### config.mk
export PLATFORM = sky130hd
export DESIGN_NAME = vga_fb_arbiter
export DESIGN_NICKNAME = d
export VERILOG_FILES = /design/src/rtl/vga_pkg.sv /design/src/rtl/vga_pixel_fifo.sv /design/src/rtl/vga_fb_arbiter.sv
export SDC_FILE = /design/constraint.sdc
export NUM_CORES = 1
export LEC_CHECK = 0
export BUFFER_PORTS_ARGS = -buffer_cell sky130_fd_sc_hd__buf_2
export CAP_MARGIN = 20
export CORE_ASPECT_RATIO = 1.5
export CORE_MARGIN = 2
export CORE_UTILIZATION = 45
export DETAILED_ROUTE_END_ITERATION = 12
export GPL_TIMING_DRIVEN = 1
export PLACE_DENSITY_LB_ADDON = 0.3
export SLEW_MARGIN = 25
export SYNTH_ARGS = -nofsm -noshare
export SYNTH_HDL_FRONTEND = slang
export SYNTH_SLANG_ARGS = --single-unit
export TNS_END_PERCENT = 100
### constraint.sdc
create_clock -name i_clk -period 3.4 [get_ports i_clk]
set_input_delay 0.17 -clock i_clk [delete_from_list [all_inputs] [get_ports i_clk]]
set_output_delay 0.17 -clock i_clk [all_outputs]
set_load 0.005 [all_outputs]
### src/rtl/vga_pkg.sv
// Shared types and constants for the VGA framebuffer arbiter slice.
package vga_pkg;

    localparam int H_ACTIVE   = 640;
    localparam int V_ACTIVE   = 480;
    localparam int FB_WORDS   = H_ACTIVE * V_ACTIVE;
    localparam int DATA_W     = 12;
    localparam int ADDR_W     = 19;
    localparam int FIFO_DEPTH = 16;

    typedef logic [DATA_W-1:0] pixel_t;
    typedef logic [ADDR_W-1:0] fb_addr_t;

    typedef enum logic [1:0] {
        WAIT_VS,
        FLUSH,
        RUN
    } arb_state_e;

endpackage

### src/rtl/vga_pixel_fifo.sv
// Scanout prefetch FIFO: first-word-fall-through, synchronous flush,
// simultaneous push and pop allowed (including push while full with pop).
module vga_pixel_fifo
    import vga_pkg::*;
#(
    parameter int DEPTH = 16
) (
    input  logic                     i_clk,
    input  logic                     i_reset,
    input  logic                     flush_i,
    input  logic                     push_i,
    input  logic                     pop_i,
    input  logic [DATA_W-1:0]        data_i,
    output logic [DATA_W-1:0]        data_o,
    output logic [$clog2(DEPTH):0]   count_o,
    output logic                     empty_o
);
    localparam int PW = $clog2(DEPTH);

    pixel_t        mem_q [DEPTH];
    logic [PW-1:0] wr_ptr_q;
    logic [PW-1:0] rd_ptr_q;
    logic [PW:0]   count_q;
    logic [PW:0]   count_d;
    logic          full;
    logic          push_ok;
    logic          pop_ok;

    assign full    = (count_q == (PW+1)'(DEPTH));
    assign empty_o = (count_q == '0);
    assign pop_ok  = pop_i & ~empty_o;
    assign push_ok = push_i & (~full | pop_ok);
    assign data_o  = mem_q[rd_ptr_q];
    assign count_o = count_q;

    // Storage array carries no reset; only pointers and count are control.
    always_ff @(posedge i_clk) begin
        if (push_ok) mem_q[wr_ptr_q] <= data_i;
    end

    // Occupancy follows push/pop; equal push and pop leave it unchanged.
    always_comb begin
        count_d = count_q;
        if (push_ok && !pop_ok)      count_d = count_q + (PW+1)'(1);
        else if (pop_ok && !push_ok) count_d = count_q - (PW+1)'(1);
    end

    // Pointer and count registers, cleared by reset or flush.
    always_ff @(posedge i_clk or posedge i_reset) begin
        if (i_reset) begin
            wr_ptr_q <= '0;
            rd_ptr_q <= '0;
            count_q  <= '0;
        end else if (flush_i) begin
            wr_ptr_q <= '0;
            rd_ptr_q <= '0;
            count_q  <= '0;
        end else begin
            if (push_ok) wr_ptr_q <= wr_ptr_q + PW'(1);
            if (pop_ok)  rd_ptr_q <= rd_ptr_q + PW'(1);
            count_q <= count_d;
        end
    end

endmodule

### src/rtl/vga_fb_arbiter.sv
// Shares a single-port framebuffer RAM between VGA scanout (prefetch FIFO,
// absolute priority) and a pixel writer that takes every other slot.
// Optional macro VGA_FB_ARB_STATS_EN adds o_wr_stall_cnt (blocked-writer cycles).
module vga_fb_arbiter
    import vga_pkg::*;
#(
    parameter int H_ACTIVE   = vga_pkg::H_ACTIVE,
    parameter int V_ACTIVE   = vga_pkg::V_ACTIVE,
    parameter int FIFO_DEPTH = vga_pkg::FIFO_DEPTH
) (
    input  logic              i_clk,
    input  logic              i_reset,
    input  logic              i_vs,
    input  logic              i_activeArea,
    output logic [DATA_W-1:0] o_pixel,
    output logic              o_underflow,
    input  logic              i_wr_valid,
    output logic              o_wr_ready,
    input  logic [ADDR_W-1:0] i_wr_addr,
    input  logic [DATA_W-1:0] i_wr_data,
    output logic              o_mem_en,
    output logic              o_mem_we,
    output logic [ADDR_W-1:0] o_mem_addr,
    output logic [DATA_W-1:0] o_mem_wdata,
    input  logic [DATA_W-1:0] i_mem_rdata
`ifdef VGA_FB_ARB_STATS_EN
    ,
    output logic [15:0]       o_wr_stall_cnt
`endif
);
    localparam int       CNT_W     = $clog2(FIFO_DEPTH) + 1;
    localparam fb_addr_t FRAME_END = ADDR_W'(H_ACTIVE * V_ACTIVE);

    arb_state_e       state_q;
    logic             vs_q;
    fb_addr_t         fetch_addr_q;
    fb_addr_t         fetch_addr_d;
    logic             inflight_q;
    pixel_t           pixel_q;
    logic             underflow_q;
    pixel_t           fifo_data;
    logic [CNT_W-1:0] fifo_count;
    logic             fifo_empty;
    logic             vs_fall;
    logic             vs_rise;
    logic             in_run;
    logic             enter_flush;
    logic             pop_req;
    logic             pop_eff;
    logic             fetch_issue;
    logic             wr_grant;
    logic [CNT_W:0]   credit_used;
    logic [CNT_W:0]   credit_limit;

    assign vs_fall     = vs_q & ~i_vs;
    assign vs_rise     = ~vs_q & i_vs;
    assign in_run      = (state_q == RUN);
    assign enter_flush = vs_fall & (state_q != FLUSH);
    assign pop_req     = in_run & i_activeArea;
    assign pop_eff     = pop_req & ~fifo_empty;

    // A slot is reserved for every read in flight, so the FIFO can never
    // overflow; a same-cycle pop frees one entry, which keeps one fetch per
    // active pixel and leaves no slot to the writer during a burst.
    assign credit_used  = {1'b0, fifo_count} + {{CNT_W{1'b0}}, inflight_q};
    assign credit_limit = (CNT_W+1)'(FIFO_DEPTH) + {{CNT_W{1'b0}}, pop_eff};
    assign fetch_issue  = in_run & (credit_used < credit_limit) & (fetch_addr_q < FRAME_END);

    assign wr_grant    = i_wr_valid & ~fetch_issue;
    assign o_wr_ready  = wr_grant;
    assign o_mem_en    = fetch_issue | wr_grant;
    assign o_mem_we    = wr_grant;
    assign o_mem_addr  = fetch_issue ? fetch_addr_q : (wr_grant ? i_wr_addr : '0);
    assign o_mem_wdata = wr_grant ? i_wr_data : '0;
    assign o_pixel     = pixel_q;
    assign o_underflow = underflow_q;

    // Read data arriving outside RUN belongs to a discarded frame and is dropped.
    vga_pixel_fifo #(
        .DEPTH (FIFO_DEPTH)
    ) u_fifo (
        .i_clk   (i_clk),
        .i_reset (i_reset),
        .flush_i (state_q == FLUSH),
        .push_i  (inflight_q & in_run),
        .pop_i   (pop_req),
        .data_i  (i_mem_rdata),
        .data_o  (fifo_data),
        .count_o (fifo_count),
        .empty_o (fifo_empty)
    );

    // Frame FSM with registered scanout pixel and sticky underflow flag.
    always_ff @(posedge i_clk or posedge i_reset) begin
        if (i_reset) begin
            state_q     <= WAIT_VS;
            vs_q        <= 1'b1;
            pixel_q     <= '0;
            underflow_q <= 1'b0;
        end else begin
            vs_q <= i_vs;
            case (state_q)
                WAIT_VS: if (vs_fall) state_q <= FLUSH;
                FLUSH:   if (vs_rise) state_q <= RUN;
                RUN:     if (vs_fall) state_q <= FLUSH;
                default: state_q <= WAIT_VS;
            endcase
            pixel_q <= pop_eff ? fifo_data : '0;
            if (enter_flush)                underflow_q <= 1'b0;
            else if (pop_req && fifo_empty) underflow_q <= 1'b1;
        end
    end

    // Fetch address restarts in FLUSH and stops advancing at end of frame.
    always_comb begin
        fetch_addr_d = fetch_addr_q;
        if (state_q == FLUSH)  fetch_addr_d = '0;
        else if (fetch_issue)  fetch_addr_d = fetch_addr_q + ADDR_W'(1);
    end

    // Fetch address and one-deep in-flight read marker.
    always_ff @(posedge i_clk or posedge i_reset) begin
        if (i_reset) begin
            fetch_addr_q <= '0;
            inflight_q   <= 1'b0;
        end else begin
            fetch_addr_q <= fetch_addr_d;
            inflight_q   <= fetch_issue;
        end
    end

`ifdef VGA_FB_ARB_STATS_EN
    logic [15:0] stall_cnt_q;
    logic [15:0] stall_cnt_d;

    // Saturating count of cycles the writer was held off by scanout.
    always_comb begin
        stall_cnt_d = stall_cnt_q;
        if (enter_flush)
            stall_cnt_d = '0;
        else if (i_wr_valid && fetch_issue && (stall_cnt_q != 16'hFFFF))
            stall_cnt_d = stall_cnt_q + 16'd1;
    end

    // Stall counter register.
    always_ff @(posedge i_clk or posedge i_reset) begin
        if (i_reset) stall_cnt_q <= '0;
        else         stall_cnt_q <= stall_cnt_d;
    end

    assign o_wr_stall_cnt = stall_cnt_q;
`endif

endmodule

==> summary.txt, run 1 <==
status: finished clean
Final TNS setup: 0 ns
clk_lat worst skew: 0.51 ns
hold depth: 1
synthesized area: 10300 µm²
required time worst endpoint: 3.82 ns
# H-tree levels: 1
Crit-path slowest cell: a311oi_2
final setup vio count: 0
CTS root buf: clkbuf_16
Worst Hold Endpoint: u_fifo.mem_q[5][3]$_DFFE_PP_
DR WL/cell: 21.5 µm
global-route wire length before repair: 34.5 mm
area delta synth->final: 16.0%
Post-synth EDFFs: 192
Initial Utilization: 0.458
Core Region: 22400 µm²
Design Area, Final: 11900 µm²
Antenna Nets Post-Route: 0
CTS tree: yes
clock-pin slew on the worst setup and hold paths: 0.07 ns
routed vias/inst: 5.73
Synth Register Bits: 241
Layout Skew: 0.0191 ns
Hold Path Origin: i_mem_rdata[3]
R2R Path End: u_fifo.count_o[4]$_DFFE_PP0P_
Routability Congestion: 0.796
Reg2Reg Setup Slack: 0.25 ns
fmax: 318 MHz
Post-DP HPWL: 14.2 mm
residual DRC count: 0
Placed Instances: 978
Syn Nets: 684
maximum vdd drop: 0.547 mV
CP most frequent cell: a21oi_1
Die Y: 189 µm
Startpoint Class: flop
total wire length: 22.0 mm
Top delay family on crit path: compound AO/OA/AOI/OAI gates
relative slew slack: 0.394
post-CTS setup repair buffer count: 0
largest net degree at the start of global routing: 52
synth warn: 0
total chip power: 6.72 mW
Primary FF master, synth: edfxtp_1
CP Data Arrival Time: 3.56 ns
vias in the first global route: 6132
top cells by count, synth: edfxtp_1 (192), mux4_2 (60), dfrtp_1 (48)
DIE WIDTH: 127 µm
Hold Path Class: primary input to flop
largest cells by area after synthesis: edfxtp_1 (56%), mux4_2 (13%), dfrtp_1 (12%)
average size of a mapped cell: 16.5 µm²
Longest Clk Path Bufs: 3
Nets: 790
CTS Buf Count: 23
I/O pin cnt: 95
Slew @ Worst Pin: 0.907 ns
RSZ-0062 raised after global routing: false
Slew Limit Fails: 0
R2R Path Start: u_fifo.count_o[1]$_DFFE_PP0P_
top-count cell post-synth: edfxtp_1
Hold Fails Final Rpt: 0
Initial DRC Count: 453
post-route clock period utilization: 0.926
CP cell instances: nor4_2 -> a311oi_2 -> ha_1 -> inv_1 -> fa_1 -> a21o_1 -> a21oi_1 -> xnor2_1 -> or3_1 -> a21oi_1
critical path class: flop to flop
pwr/cell area: 564 nW/µm²
Max Cap Viol: 0
Max stage delay on crit path: 0.69 ns
global route total overflow: 0
sequential-to-total area share from yosys stat: 0.682
Synth Instances: 623
share of layout cells above drive strength 1: 0.299
worst path bufs/invs: 1
die area: 24000 µm²
Reg2Reg Depth: 10
clock sink count: 241
WHS: 0.0356 ns
Overall Global Routing Usage: 0.188
P_leak: 4.27 nW
Synth top area share: 0.562
Inserted Diodes: 0
Yosys top cell by area: edfxtp_1
port bufs: 94
crit-path max FO: 10
Pre-Repair DR Iteration Count: 7
initial antenna violation count: 0
row count: 67
Async SR Flop Fraction: 0.203
post-layout minimum cycle time: 3.15 ns
Vias: 5855
placed cell areas: 11100 µm²
number of distinct library cells after synthesis: 50
crit end category: flop
Layout Cells excl Fill: 1021
## repair_timing
action | CTS | global route
gates resized for setup | 0 | 4
endpoints found under the setup margin | 0 | 19
hold endpoints to repair | 31 | 0
hold buffers | 2 | 0
## final cells by class
type | instances | area, µm²
inverter | 10 | 42.5
timing repair buffer | 118 | 681
sequential | 241 | 7000
clock inverter | 15 | 158
clock buffer | 26 | 597
fill | 1780 | 10500
tap | 276 | 345
multi-input combinational | 335 | 3080
## cell families after synthesis
group | count (synthesis) | share of synthesized area
buf+inv | 47 | 0.0192
compound gates | 70 | 0.0437
mux | 68 | 0.140
simple gates | 174 | 0.0906
xor+xnor | 10 | 0.00854
fa+ha+maj | 13 | 0.0166
flops | 241 | 0.682
## power breakdown
part           internal, mW  total (mW)  switching [mW]  leakage [nW]
clock network          1.49        2.55            1.06         0.364
registers              3.24        3.31          0.0732          2.40
logic                 0.376       0.855           0.479          1.51
total                  5.11        6.72            1.61          4.27
## how the worst max path moves through the flow
stage	start	endpoint	depth (start not counted)
4_1_cts	u_fifo.count_o[0]$_DFFE_PP0P_	o_mem_addr[13]	8
5_1_grt	u_fifo.count_o[1]$_DFFE_PP0P_	u_fifo.count_o[4]$_DFFE_PP0P_	10
3_5_place_dp	state_q[0]$_DFFE_PP0P_	u_fifo.count_o[4]$_DFFE_PP0P_	10
3_3_place_gp	state_q[0]$_DFFE_PP0P_	u_fifo.count_o[4]$_DFFE_PP0P_	10
6_report	u_fifo.count_o[1]$_DFFE_PP0P_	u_fifo.count_o[4]$_DFFE_PP0P_	10
2_1_floorplan	u_fifo.count_o[3]$_DFFE_PP0P_	u_fifo.count_o[4]$_DFFE_PP0P_	12
## layout by cell type (no fill, tap or decap), types with 8 or more instances in the layout
master	synthesis	layout
a21oi_1	14	14
and2_1	19	19
and3_1	15	15
buf_2	7	94
buf_4	1	20
clkbuf_16	0	23
dfrtp_1	48	46
edfxtp_1	192	192
ha_1	12	12
inv_1	9	8
mux2i_1	8	8
mux4_2	60	60
nand2_1	41	40
nand3_1	28	28
nor2_1	23	22
nor2b_1	15	15
o21ai_1	21	21
o31ai_1	11	11
or4_1	8	8
## per-layer routing
layer  track usage  routed length [µm]
met1         0.226                8300
met2         0.356               12200
met3        0.0223                1020
met4        0.0495                 418
met5             0                   0
## state kept, by name, indices dropped and copies added, names as in the netlist
name	count
o_underflow	1
u_fifo.mem_q	192
vs_q	1
u_fifo.rd_ptr_q	4
u_fifo.count_o	5
fetch_addr_q	19
o_pixel	12
u_fifo.wr_ptr_q	4
inflight_q	1
state_q	2
## per-stage QoR
step	worst slack, ns	util
after floorplan	0.176	-
after global placement	0.380	0.497
after detailed placement	0.272	0.497
after CTS	0.116	0.531
after global routing	0.0148	0.532
final	0.252	0.532
Note: power is estimated with default switching activity, not from simulation.
==> run 2: changes to the inputs <==
--- a/config.mk
+++ b/config.mk
@@ -12,7 +12,7 @@
 export CORE_UTILIZATION = 45
 export DETAILED_ROUTE_END_ITERATION = 12
 export GPL_TIMING_DRIVEN = 1
-export PLACE_DENSITY_LB_ADDON = 0.3
+export PLACE_DENSITY = 0.68
 export SLEW_MARGIN = 25
 export SYNTH_ARGS = -nofsm -noshare
 export SYNTH_HDL_FRONTEND = slang
==> run 2 against run 1 <==
  * Setup slack better by 0.14 ns
  * Flip-flop and latch count stayed put
  * Design area hardly changed
  * Clock skew is 0.010 ns lower
  * Total power hardly changed
  * Routed wire length is 0.46% higher
  * Non-clock buffer count is 1 lower
  * Register-to-register slack better by 0.15 ns
  * Clock power hardly changed
  * Global-route usage hardly changed
  * Die area stayed put
  * Sequential power hardly changed
  * Critical path type is now flop to output port
  * Critical endpoint is now o_mem_addr[17]
  * Largest power group unchanged
==> summary.txt, run 2 (synthesized netlist as in run 1, its figures left out) <==
status: finished clean
R2R Path End: u_fifo.count_o[4]$_DFFE_PP0P_
Worst Setup EP: o_mem_addr[17]
Layout Cells excl Fill: 1019
DIE WIDTH: 127 µm
R2R Path Start: state_q[0]$_DFFE_PP0P_
Routability Congestion: 0.784
Vias: 5883
total chip power: 6.72 mW
Layout fillers: 1752
I/O pin cnt: 95
Initial DRC Count: 328
post-layout minimum cycle time: 3.01 ns
pwr/cell area: 565 nW/µm²
Core Region: 22400 µm²
Top reg by flops: u_fifo.mem_q
top sig layer: met4
Final TNS setup: 0 ns
Inserted Diodes: 0
initial antenna violation count: 0
Placed Instances: 977
post-route clock period utilization: 0.885
most frequent cells in the layout: edfxtp_1 (192), buf_2 (94), mux4_2 (60)
port bufs: 94
met2 WL: 11.9 mm
setup ws final: 0.393 ns
Post-DP HPWL: 14.3 mm
Max Cap Viol: 0
# H-tree levels: 1
Slew @ Worst Pin: 0.915 ns
Hold Fails Final Rpt: 0
Initial Utilization: 0.458
WHS: 0.0480 ns
Antenna Nets Post-Route: 0
routed vias/inst: 5.77
die area: 24000 µm²
final setup vio count: 0
share of layout cells above drive strength 1: 0.295
clock-pin slew on the worst setup and hold paths: 0.06 ns
Overall Global Routing Usage: 0.188
worst slack, placed: 0.273 ns
placed cell areas: 11100 µm²
commonest non-fill, non-tap cell in the layout: edfxtp_1
Die Y: 189 µm
critical path class: flop to output port
DR WL/cell: 21.7 µm
fmax: 333 MHz
clock sink count: 241
CTS Buf Count: 22
residual DRC count: 0
largest net degree at the start of global routing: 34
Longest Clk Path Bufs: 3
Slew Limit Fails: 0
max FFs per register: 192
crit end category: output port
CTS root buf: clkbuf_16
CTS tree: yes
Nets: 788
clk_lat worst skew: 0.50 ns
CP Data Arrival Time: 2.84 ns
required time worst endpoint: 3.23 ns
Reg2Reg Setup Slack: 0.40 ns
Hold Path Class: primary input to flop
Hold Path Origin: i_mem_rdata[11]
Startpoint Class: flop
global route total overflow: 0
post-layout util: 0.532
WL met3: 1.13 mm
P_leak: 4.26 nW
crit-path max FO: 21
vias in the first global route: 6207
Reg2Reg Depth: 10
row count: 67
maximum vdd drop: 0.719 mV
Design Area, Final: 11900 µm²
Metal-1 WL: 8.23 mm
total wire length: 22.1 mm
Crit. Startpoint: u_fifo.count_o[0]$_DFFE_PP0P_
area delta synth->final: 16.0%
Pre-Repair DR Iteration Count: 5
relative slew slack: 0.389
RSZ-0062 raised after global routing: false
Layout Skew: 0.00863 ns
global-route wire length before repair: 34.9 mm
==> run 2: what timing repair did <==
item | CTS | global route
hold endpoints to repair | 29 | 0
setup buffers | 0 | 0
setup endpoints to repair | 0 | 20
gates resized for setup | 0 | 5
hold buffers | 2 | 0
==> run 2: layout make-up <==
cell class	count	area, µm²	share of cell area
clock buffer	31	626	0.0526
tap	276	345	0.0290
inverter	10	42.5	0.00358
clock inverter	9	123	0.0103
sequential	241	7000	0.588
multi-input combinational	335	3090	0.260
timing repair buffer	117	673	0.0566
==> run 2: metal layers <==
metal  GRT usage  up-vias
met5           0        -
met4      0.0693        0
met3      0.0271       46
met2       0.348      186
met1       0.221     3003
li1            -     2648
==> run 2: worst min-delay path by stage <==
stage,endpoint,depth (start not counted)
6_report,u_fifo.mem_q[1][11]$_DFFE_PP_,1
3_3_place_gp,vs_q$_DFF_PP1_,1
4_1_cts,u_fifo.mem_q[4][9]$_DFFE_PP_,1
2_1_floorplan,vs_q$_DFF_PP1_,0
3_5_place_dp,vs_q$_DFF_PP1_,1
5_1_grt,u_fifo.mem_q[5][9]$_DFFE_PP_,1
==> run 2: report_power, final <==
group / internal [mW] / switching (mW) / total [mW] / leakage [nW]
clock network: 1.51 / 1.02 / 2.53 / 0.361
logic: 0.381 / 0.466 / 0.847 / 1.51
registers: 3.24 / 0.0994 / 3.34 / 2.40
==> run 2: critical path: stages (launching register included) <==
cell and delay [ns]:
dfrtp_1 0.46, ha_1 0.26, ha_1 0.32, a2111oi_2 0.44
or2_1 0.21, nand2_2 0.20, inv_6 0.22, o21ai_1 0.10
buf_2 0.13
==> run 3: changes to the inputs <==
--- a/config.mk
+++ b/config.mk
@@ -5,14 +5,14 @@
 export SDC_FILE = /design/constraint.sdc
 export NUM_CORES = 1
 export LEC_CHECK = 0
-export BUFFER_PORTS_ARGS = -buffer_cell sky130_fd_sc_hd__buf_2
 export CAP_MARGIN = 20
 export CORE_ASPECT_RATIO = 1.5
 export CORE_MARGIN = 2
-export CORE_UTILIZATION = 45
+export CORE_UTILIZATION = 57
 export DETAILED_ROUTE_END_ITERATION = 12
+export DONT_BUFFER_PORTS = 1
 export GPL_TIMING_DRIVEN = 1
-export PLACE_DENSITY = 0.68
+export PLACE_DENSITY = 0.77
 export SLEW_MARGIN = 25
 export SYNTH_ARGS = -nofsm -noshare
 export SYNTH_HDL_FRONTEND = slang
==> constraint.sdc (replaced) <==
create_clock -name i_clk -period 3.4 [get_ports i_clk]
set_input_delay 0.17 -clock i_clk [delete_from_list [all_inputs] [get_ports i_clk]]
set_output_delay 0.17 -clock i_clk [all_outputs]
set_load 0.02 [all_outputs]
==> run 3 against run 2 <==
  * Hold slack improved by 0.037 ns
  * Critical path depth grew 2
  * Global-route usage rose by 3.7 points
  * Sequential share of layout area is 2.3 points higher
  * First-iteration DRC count increased by 42%
  * Total power down 0.20%
  * Critical path type is now flop to flop
  * Largest cell class unchanged
==> summary.txt, run 3 (synthesized netlist as in run 1, its figures left out) <==
status: finished clean
maximum vdd drop: 0.474 mV
Top reg by flops: u_fifo.mem_q
Startpoint Class: flop
RSZ-0062 raised after global routing: false
Slew Limit Fails: 0
P_leak: 3.89 nW
Overall Global Routing Usage: 0.226
largest net degree at the start of global routing: 49
relative slew slack: 0.466
Initial DRC Count: 467
Routability Congestion: 0.811
routed vias/inst: 6.42
Hold Path Class: primary input to flop
Inserted Diodes: 0
Core Region: 17800 µm²
critical path class: flop to flop
total wire length: 20.9 mm
Longest Clk Path Bufs: 3
Die Y: 168 µm
clock sink count: 241
global route total overflow: 0
clk_lat worst skew: 0.51 ns
DIE WIDTH: 114 µm
die area: 19100 µm²
CTS Buf Count: 23
Layout Skew: 0.0159 ns
Hold Fails Final Rpt: 0
crit end category: flop
max FFs per register: 192
final setup vio count: 0
fmax: 316 MHz
row count: 60
residual DRC count: 0
Vias: 5629
initial antenna violation count: 0
crit-path max FO: 10
vias in the first global route: 5766
share of layout cells above drive strength 1: 0.197
post-CTS setup repair buffer count: 0
commonest non-fill, non-tap cell in the layout: edfxtp_1
Pre-Repair DR Iteration Count: 5
CTS root buf: clkbuf_16
area delta synth->final: 11.6%
DR WL/cell: 23.9 µm
# H-tree levels: 1
I/O pin cnt: 95
Antenna Nets Post-Route: 0
Final TNS setup: 0 ns
post-layout util: 0.644
CP Data Arrival Time: 3.60 ns
post-layout minimum cycle time: 3.16 ns
Post-DP HPWL: 12.9 mm
global-route wire length before repair: 32.6 mm
total chip power: 6.71 mW
Max Cap Viol: 0
Slew @ Worst Pin: 0.801 ns
most frequent cells in the layout: edfxtp_1 (192), mux4_2 (60), dfrtp_1 (45)
Layout Cells excl Fill: 877
pwr/cell area: 586 nW/µm²
Initial Utilization: 0.576
CTS tree: yes
post-route clock period utilization: 0.930
Placed Instances: 822
clock-pin slew on the worst setup and hold paths: 0.06 ns
Nets: 705
port bufs: 0
required time worst endpoint: 3.84 ns
[run 3: cell types whose count changed in the layout (fill, tap and decap cells not counted), moves of 2 or more]
cell,previous run,this run
clkinv_4,0,2
clkinvlp_4,1,3
clkinv_2,1,3
clkinv_1,3,0
buf_4,19,17
buf_2,94,0
clkbuf_1,6,4
dlygate4sd3_1,2,14
[run 3: where the power goes]
group	internal, mW	switching [mW]
Sequential	3.24	0.0920
Combinational	0.331	0.500
Clock	1.46	1.08
[run 3: metal layers]
| metal | part of all wire | global-route usage | up-vias | routed length, µm |
|---|---|---|---|---|
| met2 | 0.54 | 0.406 | 223 | 11300 |
| li1 | - | - | 2478 | - |
| met4 | 0.029 | 0.0785 | 0 | 600 |
| met5 | 0 | 0 | - | 0 |
| met1 | 0.38 | 0.277 | 2893 | 7910 |
| met3 | 0.054 | 0.0367 | 35 | 1140 |
[run 3: per-stage QoR]
step | setup slack, ns | hold slack [ns] | area, µm²
finish | 0.239 | 0.0848 | 11400
global route | 0.00506 | 0.114 | 11400
CTS | 0.0109 | 0.0646 | 11400
detailed placement | 0.256 | 0.175 | 10600
global placement | 0.376 | 0.175 | 10600
floorplan | 0.176 | 0.174 | 10300
[run 3: cell type report]
cell class,count,area [µm²]
Timing Repair Buffer,33,308
Multi-Input combinational cell,335,3080
Fill cell,1205,6340
Clock inverter,12,135
Clock buffer,29,618
Tap cell,217,272
Inverter,10,37.5
Sequential cell,241,7000
[run 3: timing repair]
action                                  in CTS  in global routing
gates resized for setup                      0                  1
hold endpoints to repair                   226                  0
endpoints found under the setup margin       0                 19
hold buffers                                14                  0
[run 3: worst max-delay path: stages, from the launching register on]
cell and delay [ns]:
dfrtp_1 0.42, nand2b_1 0.23, a311oi_2 0.66, ha_1 0.32, inv_1 0.12, fa_1 0.41
a21o_1 0.20, a21oi_1 0.18, xnor2_1 0.09, or3_1 0.31, a21oi_1 0.14
[run 3: final timing paths]
kind / startpoint / endpoint / slack [ns] / cells past startpoint
min in group asynchronous: i_reset / o_pixel[5]$_DFF_PP0_ / 0.25 / 2
hold / removal: i_activeArea / o_underflow$_DFFE_PP0P_ / 0.08 / 4
max in group asynchronous: i_reset / u_fifo.rd_ptr_q[2]$_DFFE_PP0P_ / 2.37 / 3
hold reg to reg: fetch_addr_q[18]$_DFFE_PP0P_ / fetch_addr_q[18]$_DFFE_PP0P_ / 0.53 / 2
setup reg to reg: state_q[0]$_DFFE_PP0P_ / u_fifo.count_o[4]$_DFFE_PP0P_ / 0.24 / 10
setup / recovery: state_q[0]$_DFFE_PP0P_ / u_fifo.count_o[4]$_DFFE_PP0P_ / 0.24 / 10
